===== src/rtl/rv32_pc_sequencer.sv =====
// Per-hart PC sequencer for the barrel-threaded rv32 core: round-robin fetch issue,
// commit-driven PC update and misaligned-redirect halting.
module rv32_pc_sequencer #(
    parameter int                   NUM_HARTS = 8,
    parameter int                   XPR_LEN   = 32,
    parameter logic [XPR_LEN-1:0]   RESET_PC  = {XPR_LEN{1'b0}}
) (
    input  logic                          clk,
    input  logic                          rst,
    input  logic [NUM_HARTS-1:0]          hart_en,
    output logic                          fetch_valid,
    input  logic                          fetch_ready,
    output logic [$clog2(NUM_HARTS)-1:0]  fetch_hart,
    output logic [XPR_LEN-1:0]            fetch_pc,
    input  logic                          commit_valid,
    input  logic [$clog2(NUM_HARTS)-1:0]  commit_hart,
    input  logic                          commit_has_new_pc,
    input  logic [XPR_LEN-1:0]            commit_next_pc,
    output logic                          misalign_err,
    output logic [$clog2(NUM_HARTS)-1:0]  misalign_hart,
    output logic [XPR_LEN-1:0]            misalign_pc,
    output logic [NUM_HARTS-1:0]          hart_busy
);

    localparam int                 HW        = $clog2(NUM_HARTS);
    localparam logic [HW-1:0]      HART_ONE  = HW'(1);
    localparam logic [XPR_LEN-1:0] PC_STEP   = XPR_LEN'(4);

    typedef enum logic [1:0] {
        ST_HALT = 2'd0,
        ST_RUN  = 2'd1,
        ST_WAIT = 2'd2
    } hart_state_e;

    hart_state_e          state_q [NUM_HARTS];
    hart_state_e          state_d [NUM_HARTS];
    logic [XPR_LEN-1:0]   pc_q    [NUM_HARTS];
    logic [XPR_LEN-1:0]   pc_d    [NUM_HARTS];
    logic [NUM_HARTS-1:0] err_q, err_d;
    logic [HW-1:0]        rr_ptr_q, rr_ptr_d;

    logic                 fetch_valid_q, fetch_valid_d;
    logic [HW-1:0]        fetch_hart_q, fetch_hart_d;
    logic [XPR_LEN-1:0]   fetch_pc_q, fetch_pc_d;
    logic                 misalign_err_q, misalign_err_d;
    logic [HW-1:0]        misalign_hart_q, misalign_hart_d;
    logic [XPR_LEN-1:0]   misalign_pc_q, misalign_pc_d;
    logic [NUM_HARTS-1:0] hart_busy_q, hart_busy_d;

    logic                 accept_s;
    logic                 commit_live_s;
    logic                 commit_bad_s;
    logic [HW-1:0]        scan_base_s;
    logic [HW-1:0]        scan_idx_s;
    logic                 sel_found_s;
    logic [HW-1:0]        sel_hart_s;
    logic                 this_commit_s;

    // Next-state logic: hart FSMs, PC updates, round-robin selection, output staging.
    always_comb begin
        accept_s      = fetch_valid_q && fetch_ready;
        commit_live_s = commit_valid && (state_q[commit_hart] == ST_WAIT);
        commit_bad_s  = commit_live_s && commit_has_new_pc && (commit_next_pc[1:0] != 2'b00);

        // After an accept the scan restarts just past the granted hart, which is excluded.
        if (accept_s) begin
            scan_base_s = fetch_hart_q + HART_ONE;
        end else begin
            scan_base_s = rr_ptr_q;
        end
        sel_found_s = 1'b0;
        sel_hart_s  = '0;
        scan_idx_s  = '0;
        for (int k = 0; k < NUM_HARTS; k++) begin
            scan_idx_s = scan_base_s + HW'(k);
            if (!sel_found_s && (state_q[scan_idx_s] == ST_RUN) && hart_en[scan_idx_s] &&
                !(fetch_valid_q && (scan_idx_s == fetch_hart_q))) begin
                sel_found_s = 1'b1;
                sel_hart_s  = scan_idx_s;
            end else begin
                sel_found_s = sel_found_s;
            end
        end

        this_commit_s = 1'b0;
        for (int i = 0; i < NUM_HARTS; i++) begin
            state_d[i]    = state_q[i];
            pc_d[i]       = pc_q[i];
            err_d[i]      = err_q[i];
            this_commit_s = commit_live_s && (commit_hart == HW'(i));
            case (state_q[i])
                ST_HALT: begin
                    if (hart_en[i] && !err_q[i]) begin
                        state_d[i] = ST_RUN;
                    end else begin
                        state_d[i] = ST_HALT;
                    end
                end
                ST_RUN: begin
                    // A posted request is never retracted, even if the hart is disabled meanwhile.
                    if (accept_s && (fetch_hart_q == HW'(i))) begin
                        state_d[i] = ST_WAIT;
                    end else if (fetch_valid_q && (fetch_hart_q == HW'(i))) begin
                        state_d[i] = ST_RUN;
                    end else if (!hart_en[i]) begin
                        state_d[i] = ST_HALT;
                    end else begin
                        state_d[i] = ST_RUN;
                    end
                end
                ST_WAIT: begin
                    if (this_commit_s && commit_bad_s) begin
                        state_d[i] = ST_HALT;
                        err_d[i]   = 1'b1;
                    end else if (this_commit_s) begin
                        if (commit_has_new_pc) begin
                            pc_d[i] = commit_next_pc;
                        end else begin
                            pc_d[i] = pc_q[i] + PC_STEP;
                        end
                        state_d[i] = hart_en[i] ? ST_RUN : ST_HALT;
                    end else begin
                        state_d[i] = ST_WAIT;
                    end
                end
                default: begin
                    state_d[i] = ST_HALT;
                end
            endcase
            if (!hart_en[i] && !(this_commit_s && commit_bad_s)) begin
                err_d[i] = 1'b0;
            end else begin
                err_d[i] = err_d[i];
            end
            hart_busy_d[i] = (state_d[i] == ST_WAIT);
        end

        if (accept_s) begin
            rr_ptr_d = fetch_hart_q + HART_ONE;
        end else begin
            rr_ptr_d = rr_ptr_q;
        end

        if (fetch_valid_q && !fetch_ready) begin
            fetch_valid_d = fetch_valid_q;
            fetch_hart_d  = fetch_hart_q;
            fetch_pc_d    = fetch_pc_q;
        end else if (sel_found_s) begin
            fetch_valid_d = 1'b1;
            fetch_hart_d  = sel_hart_s;
            fetch_pc_d    = pc_q[sel_hart_s];
        end else begin
            fetch_valid_d = 1'b0;
            fetch_hart_d  = '0;
            fetch_pc_d    = '0;
        end

        misalign_err_d = commit_bad_s;
        if (commit_bad_s) begin
            misalign_hart_d = commit_hart;
            misalign_pc_d   = pc_q[commit_hart];
        end else begin
            misalign_hart_d = misalign_hart_q;
            misalign_pc_d   = misalign_pc_q;
        end
    end

    // State and output registers with synchronous reset.
    always_ff @(posedge clk) begin
        if (rst) begin
            for (int i = 0; i < NUM_HARTS; i++) begin
                state_q[i] <= ST_HALT;
                pc_q[i]    <= RESET_PC;
            end
            err_q           <= '0;
            rr_ptr_q        <= '0;
            fetch_valid_q   <= 1'b0;
            fetch_hart_q    <= '0;
            fetch_pc_q      <= '0;
            misalign_err_q  <= 1'b0;
            misalign_hart_q <= '0;
            misalign_pc_q   <= '0;
            hart_busy_q     <= '0;
        end else begin
            for (int i = 0; i < NUM_HARTS; i++) begin
                state_q[i] <= state_d[i];
                pc_q[i]    <= pc_d[i];
            end
            err_q           <= err_d;
            rr_ptr_q        <= rr_ptr_d;
            fetch_valid_q   <= fetch_valid_d;
            fetch_hart_q    <= fetch_hart_d;
            fetch_pc_q      <= fetch_pc_d;
            misalign_err_q  <= misalign_err_d;
            misalign_hart_q <= misalign_hart_d;
            misalign_pc_q   <= misalign_pc_d;
            hart_busy_q     <= hart_busy_d;
        end
    end

    assign fetch_valid   = fetch_valid_q;
    assign fetch_hart    = fetch_hart_q;
    assign fetch_pc      = fetch_pc_q;
    assign misalign_err  = misalign_err_q;
    assign misalign_hart = misalign_hart_q;
    assign misalign_pc   = misalign_pc_q;
    assign hart_busy     = hart_busy_q;

endmodule


===== config.mk =====
export PLATFORM = sky130hd
export DESIGN_NAME = rv32_pc_sequencer
export DESIGN_NICKNAME = d
export VERILOG_FILES = /design/src/rtl/rv32_pc_sequencer.sv
export SDC_FILE = /design/constraint.sdc
export NUM_CORES = 1
export LEC_CHECK = 0
export ABC_AREA = 0
export CORE_AREA = 4 4 259 261
export DETAILED_ROUTE_END_ITERATION = 10
export DIE_AREA = 0 0 263 265
export DONT_BUFFER_PORTS = 1
export HOLD_SLACK_MARGIN = 0.15
export PLACE_DENSITY = 0.48
export SLEW_MARGIN = 15
export SYNTH_ARGS = -nofsm -noshare
export SYNTH_HDL_FRONTEND = slang
export SYNTH_SLANG_ARGS = --single-unit

===== constraint.sdc =====
create_clock -name clk -period 5.9 [get_ports clk]
set_clock_uncertainty 0.2 [all_clocks]
set_input_delay 0.295 -clock clk [delete_from_list [all_inputs] [get_ports clk]]
set_output_delay 0.295 -clock clk [all_outputs]
set_load 0.1 [all_outputs]

Yosys cells after proc, flatten, opt, wreduce, memory -nomap -nowiden
Memories as Yosys holds them, arrays and structs flattened. A register that Yosys moved wholly into a read port is not among the register bits.
Index checks and enable logic that the tools add are counted.
{ "totals": {"mem_count": 2, "input_bits": 48, "register_bits": 59, "wordCells": 406, "output_inout_bits": 80, "mem_bits_rw": 272} }
{ "memory_table": {"columns": ["memory", "words", "width", "rd", "rd_ports_with_merged_regs", "write_ports", "line", "rtl"], "rows": [
  ["pc_q", 8, 32, 10, 1, 8, "37", "logic [XPR_LEN-1:0] pc_q [NUM_HARTS];"],
  ["state_q", 8, 2, 17, 0, 8, "35", "hart_state_e state_q [NUM_HARTS];"]
]} }
{ "op_classes": {"reduce_logical": 151, "n_eq_ne": 55, "addsub": 16, "bitwise_logic": 16, "magnitude_cmp": 8, "n_mux": 143} }
{ "op_table": {"columns": ["op", "n"], "rows": [
  ["32-bit 2-to-1 mux", 41],
  ["32-bit by 3-bit adder with 32-bit output, second input constant", 8],
  ["1-bit logical AND", 84],
  ["2-bit 2-to-1 mux", 32],
  ["2-bit one-hot mux with 3 select lines", 8],
  ["1-bit 2-to-1 mux", 44],
  ["1-bit zero test", 40],
  ["2-bit equality test, second input constant", 17],
  ["2-bit by 1-bit equality test with 1-bit output, second input constant", 16],
  ["3-bit by 4-bit < comparator with 1-bit output, second input constant", 8],
  ["3-bit 2-to-1 mux", 10],
  ["1-bit binary-select mux with 3-bit select", 8],
  ["3-bit equality test", 8],
  ["3-bit equality test, second input constant", 8],
  ["2-bit zero test", 8],
  ["1-bit bitwise OR", 16],
  ["2-bit AND reduction", 8],
  ["2-bit OR reduction", 8],
  ["3-bit adder, second input constant", 4],
  ["3-bit by 2-bit equality test with 1-bit output, second input constant", 4],
  ["3-bit by 1-bit adder with 3-bit output, second input constant", 2],
  ["3-bit by 2-bit adder with 3-bit output, second input constant", 2],
  ["3-bit by 1-bit equality test with 1-bit output, second input constant", 2],
  ["3-bit zero test", 2],
  ["2-bit nonzero test", 1]
]} }

Depth between registers and ports, before layout
Gate-level depths: netlist (run 1).
An unclocked memory read counts as a cell.
{ "depth": {"word_depth": 44, "ltp_mapped": 22} }

Worst setup path after synthesis (run 1)
No wires, ideal clock.
{ "synth_path": {"path_type": "reg2reg", "start": "register fetch_hart_q[1] (netlist: fetch_hart[1])", "end": "register fetch_pc_q[11] (netlist: fetch_pc[11])", "path_slack_ps": 490, "arrival_time_ps": 5089, "path_stages_with_launch": 21, "synth_period_minus_slack_ps": 5410, "setup_ps": 122, "required_ps": 5578, "cell_sequence": "dfxtp_1 clkbuf_1 inv_1 ha_1 nand3_1 and2_1 buf_4 inv_1 buf_2 ha_1 xor2_1 a21oi_1 a32o_1 mux2_2 and3_1 a211o_1 or3_1 o211ai_2 buf_6 o22ai_1 a221o_1"} }
{ "synth_via": {"elab_chain_len": 44, "word_cells_on_any_way": 106, "classes_between": "add/sub (8); eq/ne (16); mux (34); reduce/logical (46); memory (2)"} }
{ "synth_lines": {"columns": ["item", "line", "rtl"], "rows": [
  ["from (decl)", "43", "logic [HW-1:0] fetch_hart_q, fetch_hart_d;"],
  ["from (signal assigned)", "192", "fetch_hart_q <= fetch_hart_d;"],
  ["parallel branches: the longest is 43 deep, another holds 3-bit by 1-bit adder with 3-bit output", null, null],
  ["32-bit 2-to-1 mux (*)", "148", "end else if (sel_found_s) begin"],
  ["to (signal assigned)", "193", "fetch_pc_q <= fetch_pc_d;"],
  ["to (decl)", "44", "logic [XPR_LEN-1:0] fetch_pc_q, fetch_pc_d;"]
]} }
Mark *: on every way between the ends. The select of a mux whose other input is x is not followed.
A chain may end at the register's enable or synchronous reset.

Worst setup path after layout (run 1)
{ "layout_path": {"start": "register fetch_hart_q[1] (netlist: fetch_hart[1])", "end": "register fetch_hart_q[2] (netlist: fetch_hart[2])"} }
{ "layout_via": {"elab_chain_len": 43, "word_cells_on_any_way": 105, "classes_between": "add/sub (8); eq/ne (16); mux (34); reduce/logical (46); memory (1)"} }
{ "layout_lines": {"columns": ["item", "line"], "rows": [
  ["parallel branches: the longest is 42 deep, another holds 3-bit by 1-bit adder with 3-bit output", null],
  ["3-bit 2-to-1 mux (*)", "148"]
]} }
Marked as above.

==> impl_metrics.toml, run 1 <==
[floorplan]
dieArea_mm2 = 0.06970
ios = 128
start_util_pct = 35.84
core_area_mm2 = 0.06446
num_rows = 93
die_width_um = 263
die_y_um = 265

[clock_network]
cts_buffer_depth = 3
clk_latency_ps = 600
cts.repair.resized = 0
tritoncts = "done"
clkSinkCount = 363
cts_hold_buf = 121
postCtsSetupRepairBufs = 0
cts_htree_levels = 2
cts_made_buffers = 47
clock-root-buffer = "clkbuf_16"
cts.clk_slew.worst_paths_ps = 60

[setup_path]
worst-r2r-cell-count = 15
worstPathRequired_ps = 6220
worstPathMaxFanout = 45
critPathKind = "reg2reg"
start_kind = "flop"
crit_arrival_ps = 5740
r2r-start = "fetch_hart[1]"
critPathCaptureType = "flop"
r2r-end = "fetch_hart[2]"
ff2ff_setup_slack_ps = 480

[min_path]
hold_class = "in2reg"
hold-path-cell-count = 3
worstHoldStart = "commit_next_pc[6]"
min_to = "pc_q[0][6]"

[detailed_routing]
drtAntennaViolNets = 0
first_pass_iters = 6
drc = 0
viasPerCell = 6.473
totalWireLength_mm = 109.1
drt-initial-drc-count = 3476
num_vias = 24750
routedWlPerCell_um = 28.53

[logic_synthesis]
synth_top_family_by_area = "compound AO/OA/AOI/OAI gates"
ys_types = 87
synth_xor_area_share_pct = 0.3358
synth_adder_area_share_pct = 0.8124
synth_area_leaders = "dfxtp_1 (31%), a21oi_1 (7.8%), mux2i_1 (6.7%)"
yosysMostFrequentCell = "dfxtp_1"
ys.flop_type = "dfxtp_1"
synthesis.nets = 3017
yosysTopAreaCell = "dfxtp_1"
syn_avg_cell_area_um2 = 7.820
ys_seq_area_share_pct = 31.46
yosys.area_share.simple_pct = 22.13
async_reset_ff_share_pct = 0
syn-cell-area_mm2 = 0.02310
synth_compound_area_share_pct = 26.86
synthMuxAreaShare_pct = 13.51
yosys.area.top_type_share_pct = 31.46
yosys-top-cells-count = "dfxtp_1 (363), a21oi_1 (360), o21ai_0 (270)"
synth_edf_count = 0
yosysWarnings = 0
synthCells = 2954
ys_ff_latch = 363

[run]
maxCapViolations = 0

[placement]
io_buffers = 0
post-place-cells = 3612
place_congestion = 0.9241
dp_hpwl_mm = 75.46

[timing]
slew-limit-headroom_pct = 23.11
period_needed_ps = 5417
drv_slew = 0
finalSetupViolCount = 0
worst-slew-pin-transition_ps = 1153
fin_crit_sh_pct = 91.81
tns_ps = 0
whs_ps = 192.7
finalHoldViolations = 0
clock.fmax_mhz = 184.6
rsz0062_at_grt = "no"

[global_route]
grt.total_usage_pct = 29.66
grt_overflow = 0
grt_pass1_vias = 22850
antenna_found_initial = 2
grt_max_degree = 316
grt_pass1_wl_mm = 158.7

[finish]
fin_cells = 3823
drive_above_1_share_pct = 7.962
fin_nets = 2993
synthToLayoutAreaGrowth_pct = 14.57

[pwr]
p_leak_nw = 9.076
powerDensity_mw_per_mm2 = 363.6
vdd_ir_drop_max_mv = 0.3888

[run_status]
status = "complete, no violations"
[layer usage]
metal | global-route usage [%] | part of all wire [%]
met3 | 6.200 | 10
met4 | 10.54 | 4.0
met2 | 45.10 | 43
met1 | 41.77 | 43
met5 | 0 | 0
[kinds of logic (layout without fill, tap and decap cells)]
| family | Yosys count | count (layout) |
|---|---|---|
| buffers and inverters | 270 | 280 |
| other | 0 | 4 |
| adder cells (fa/ha/maj) | 15 | 15 |
| flip-flops | 363 | 363 |
| AO/OA/AOI/OAI | 1015 | 1015 |
| XOR/XNOR | 8 | 8 |
| AND/OR/NAND/NOR | 1057 | 1057 |
| multiplexers | 226 | 226 |
[stage by stage]
step | util (%) | instance area (µm²) | total power, mW | setup WS, ps
2_1_floorplan | - | 23100 | 5.646 | 489.7
3_3_place_gp | 36.66 | 23630 | 6.536 | 558.4
3_5_place_dp | 36.67 | 23640 | 6.590 | 544.5
4_1_cts | 40.94 | 26390 | 9.589 | 465.7
5_1_grt | 41.05 | 26460 | 9.931 | 71.75
6_report | 41.06 | 26470 | 9.624 | 483.2
[layout make-up]
cell class / count / area, µm²
repair buffers: 166 / 1707
inverters: 31 / 117.6
fillers: 6585 / 38000
flip-flops and latches: 363 / 7268
well taps: 855 / 1070
diodes: 4 / 10.01
multi-input cells: 2321 / 14820
clock inverters: 11 / 83.83
clock buffers: 72 / 1390
[placed cells by master (no fill, tap or decap), types with 40 or more instances in the layout]
| cell type | n |
|---|---|
| nor2_1 | 260 |
| clkbuf_16 | 47 |
| a21oi_1 | 360 |
| nand4_1 | 41 |
| nand3_1 | 134 |
| mux4_2 | 67 |
| and2_1 | 40 |
| o21ai_0 | 270 |
| nand2_1 | 255 |
| nor3_1 | 123 |
| and3_1 | 57 |
| dlygate4sd3_1 | 117 |
| dfxtp_1 | 362 |
| mux2i_1 | 154 |
| a211oi_1 | 136 |
[sequential cells by signal, summed over array words and instances, names as in the netlist]
register / count
err_q: 8
fetch_hart: 3
fetch_pc: 32
fetch_valid: 1
hart_busy: 8
misalign_err: 1
misalign_hart: 3
misalign_pc: 32
pc_q: 256
rr_ptr_q: 3
state_q: 16
[critical path, cell delays in order, from the launching register on]
cell and delay (ps):
dfxtp_1 340, buf_4 390, ha_1 260, ha_1 250
and3_1 290, o21ai_1 370, nand2_1 210, or3_1 410
o2111ai_1 240, nand3_1 310, a211oi_1 420, nor3_4 130
buf_4 300, or3_1 440, a21oi_1 180, dlygate4sd3_1 550
[where the power goes]
group / internal, mW / switching, mW / total [mW]
combinational: 1.40 / 2.61 / 4.01
clock: 1.65 / 1.20 / 2.86
sequential: 2.51 / 0.246 / 2.76
total: 5.56 / 4.06 / 9.62
[worst max path at each step]
stage             startpoint            end  cells after the start
6_report       fetch_hart[1]  fetch_hart[2]                     15
3_5_place_dp   fetch_hart[1]   fetch_pc[25]                     15
3_3_place_gp   fetch_hart[1]   fetch_pc[30]                     14
4_1_cts        fetch_hart[1]  fetch_hart[2]                     14
2_1_floorplan  fetch_hart[1]   fetch_pc[11]                     20
5_1_grt        fetch_hart[1]  fetch_hart[2]                     14
Power figures use the tool's default switching activity.
==> run 2: changes to the inputs <==
--- a/constraint.sdc
+++ b/constraint.sdc
@@ -4,2 +4,2 @@
 set_output_delay 0.295 -clock clk [all_outputs]
-set_load 0.1 [all_outputs]
+set_load 0.01 [all_outputs]
==> impl_metrics.toml, run 2 (synthesis results as in run 1) <==
[run_status]
status = "complete, no violations"

[setup_path]
r2r-end = "fetch_pc[8]"
critPathCaptureType = "flop"
worstPathMaxFanout = 46
cp_top_family = "compound AO/OA/AOI/OAI gates"
crit_arrival_ps = 5710
worstPathRequired_ps = 6180
r2r-start = "fetch_hart[0]"
start_kind = "flop"
critPathKind = "reg2reg"
worst-r2r-cell-count = 18
crit_chain = "inv_1 > ha_1 > nand3_1 > and2_1 > inv_1 > ha_1 > xor2_1 > a21oi_1 > a32o_1 > mux2_2 > nand3_1 > a211oi_1 > nor3_4 > buf_4 > o211ai_2 > buf_4 > o22ai_1 > a221o_1"
critPathMaxStageDelay_ps = 590
ff2ff_setup_slack_ps = 470
slowest_stage = "dfxtp_1"
path_buf_inv = 4

[finish]
final-seq-area_mm2 = 0.007267
fin_nets = 2978
final_common_cell = "dfxtp_1"
synthToLayoutAreaGrowth_pct = 14.42
fin_area_mm2 = 0.02643
fin_cells = 3810
fillers = 6616
largest_register = "pc_q"
multi_input_area_mm2 = 0.01481
drive_above_1_share_pct = 8.037
final_cell_mix = "dfxtp_1 (363), a21oi_1 (360), o21ai_0 (270)"
largest_register_ff_count = 256
final_util_pct = 41.00

[placement]
placed_area_mm2 = 0.02360
post-place-cells = 3608
place_congestion = 0.9125
dp_hpwl_mm = 74.75
io_buffers = 0

[pwr]
vdd_ir_drop_max_mv = 0.5750
powerDensity_mw_per_mm2 = 359.6
p_leak_nw = 9.020
finalPower_mw = 9.505

[floorplan]
dieArea_mm2 = 0.06970
num_rows = 93
core_area_mm2 = 0.06446
ios = 128
die_width_um = 263
start_util_pct = 35.84
die_y_um = 265

[clock_network]
cts.repair.resized = 0
cts_made_buffers = 46
postCtsSetupRepairBufs = 0
cts_buffer_depth = 3
cts_htree_levels = 2
clock-root-buffer = "clkbuf_16"
cts.clk_slew.worst_paths_ps = 60
clkSinkCount = 363
tritoncts = "done"
clk_latency_ps = 620
cts_hold_buf = 109

[detailed_routing]
drc = 0
first_pass_iters = 6
wl_met1_mm = 47.25
num_vias = 24930
routedWlPerCell_um = 28.94
viasPerCell = 6.544
totalWireLength_mm = 110.3
met2_length_mm = 46.89
drtAntennaViolNets = 0
drt-initial-drc-count = 3581
highest_layer = "met4"
wl_met3_mm = 11.74

[global_route]
grt_max_degree = 317
grt_pass1_wl_mm = 159.5
grt_overflow = 0
grt_pass1_vias = 22830
antenna_found_initial = 6
grt.total_usage_pct = 30.02

[min_path]
min_to = "pc_q[5][3]"
worstHoldStart = "commit_hart[0]"
hold-path-cell-count = 4
hold_class = "in2reg"

[timing]
fin_crit_sh_pct = 92.08
rsz0062_at_grt = "no"
drv_slew = 0
clock.fmax_mhz = 184.1
worst-slew-pin-transition_ps = 1184
finalHoldViolations = 0
slew-limit-headroom_pct = 21.09
period_needed_ps = 5433
finalSetupViolCount = 0
tns_ps = 0

[run]
maxCapViolations = 0
==> run 2: changes by cell type in the layout (fill, tap and decap cells not counted), sizes merged <==
cell	change
clkbuf	-2
buf	-2
inv	+1
bufinv	+2
dlygate4sd3	-12
diode	+2
clkinv	-2
==> run 2: through the flow <==
step	hold slack, ps	setup WS, ps
floorplan	233.6	1115
global placement	193.4	748.9
detailed placement	194.2	572.8
CTS	151.5	505.0
global route	184.6	232.2
finish	172.5	467.0
==> run 2: cell type report <==
type | instances | share of cell area, %
multi-input cells | 2321 | 56.04
flip-flops and latches | 363 | 27.49
repair buffers | 152 | 6.068
clock buffers | 70 | 5.264
well taps | 855 | 4.047
clock inverters | 12 | 0.5822
inverters | 31 | 0.4449
diodes | 6 | 0.05680
==> run 2: worst register-to-register path, stage by stage, from the launching register on <==
cell,delay (ps)
dfxtp_1,590
inv_1,150
ha_1,370
nand3_1,100
and2_1,200
inv_1,270
ha_1,410
xor2_1,190
a21oi_1,210
a32o_1,310
mux2_2,250
nand3_1,200
a211oi_1,440
nor3_4,110
buf_4,300
o211ai_2,200
buf_4,340
o22ai_1,160
a221o_1,310
==> run 2: worst max-delay path by stage <==
stage	cells past startpoint	end	start	slack [ps]
finish	18	fetch_pc[8]	fetch_hart[0]	470
global route	18	fetch_pc[6]	fetch_hart[0]	230
CTS	17	fetch_hart[2]	fetch_hart[0]	510
detailed placement	18	fetch_pc[8]	fetch_hart[0]	570
global placement	18	fetch_pc[15]	fetch_hart[0]	750
floorplan	20	fetch_pc[11]	fetch_hart[1]	1120
==> run 2: metal layers <==
metal	up-vias	track usage (%)
met2	1420	44.67
met1	12270	42.80
met5	-	0
met4	0	10.91
met3	237	6.562
li1	11010	-
==> run 2: power breakdown <==
group	switching [mW]	total, mW	internal [mW]
registers	0.100	2.61	2.51
clock network	1.22	2.97	1.75
logic	2.58	3.93	1.35
total	3.90	9.51	5.61
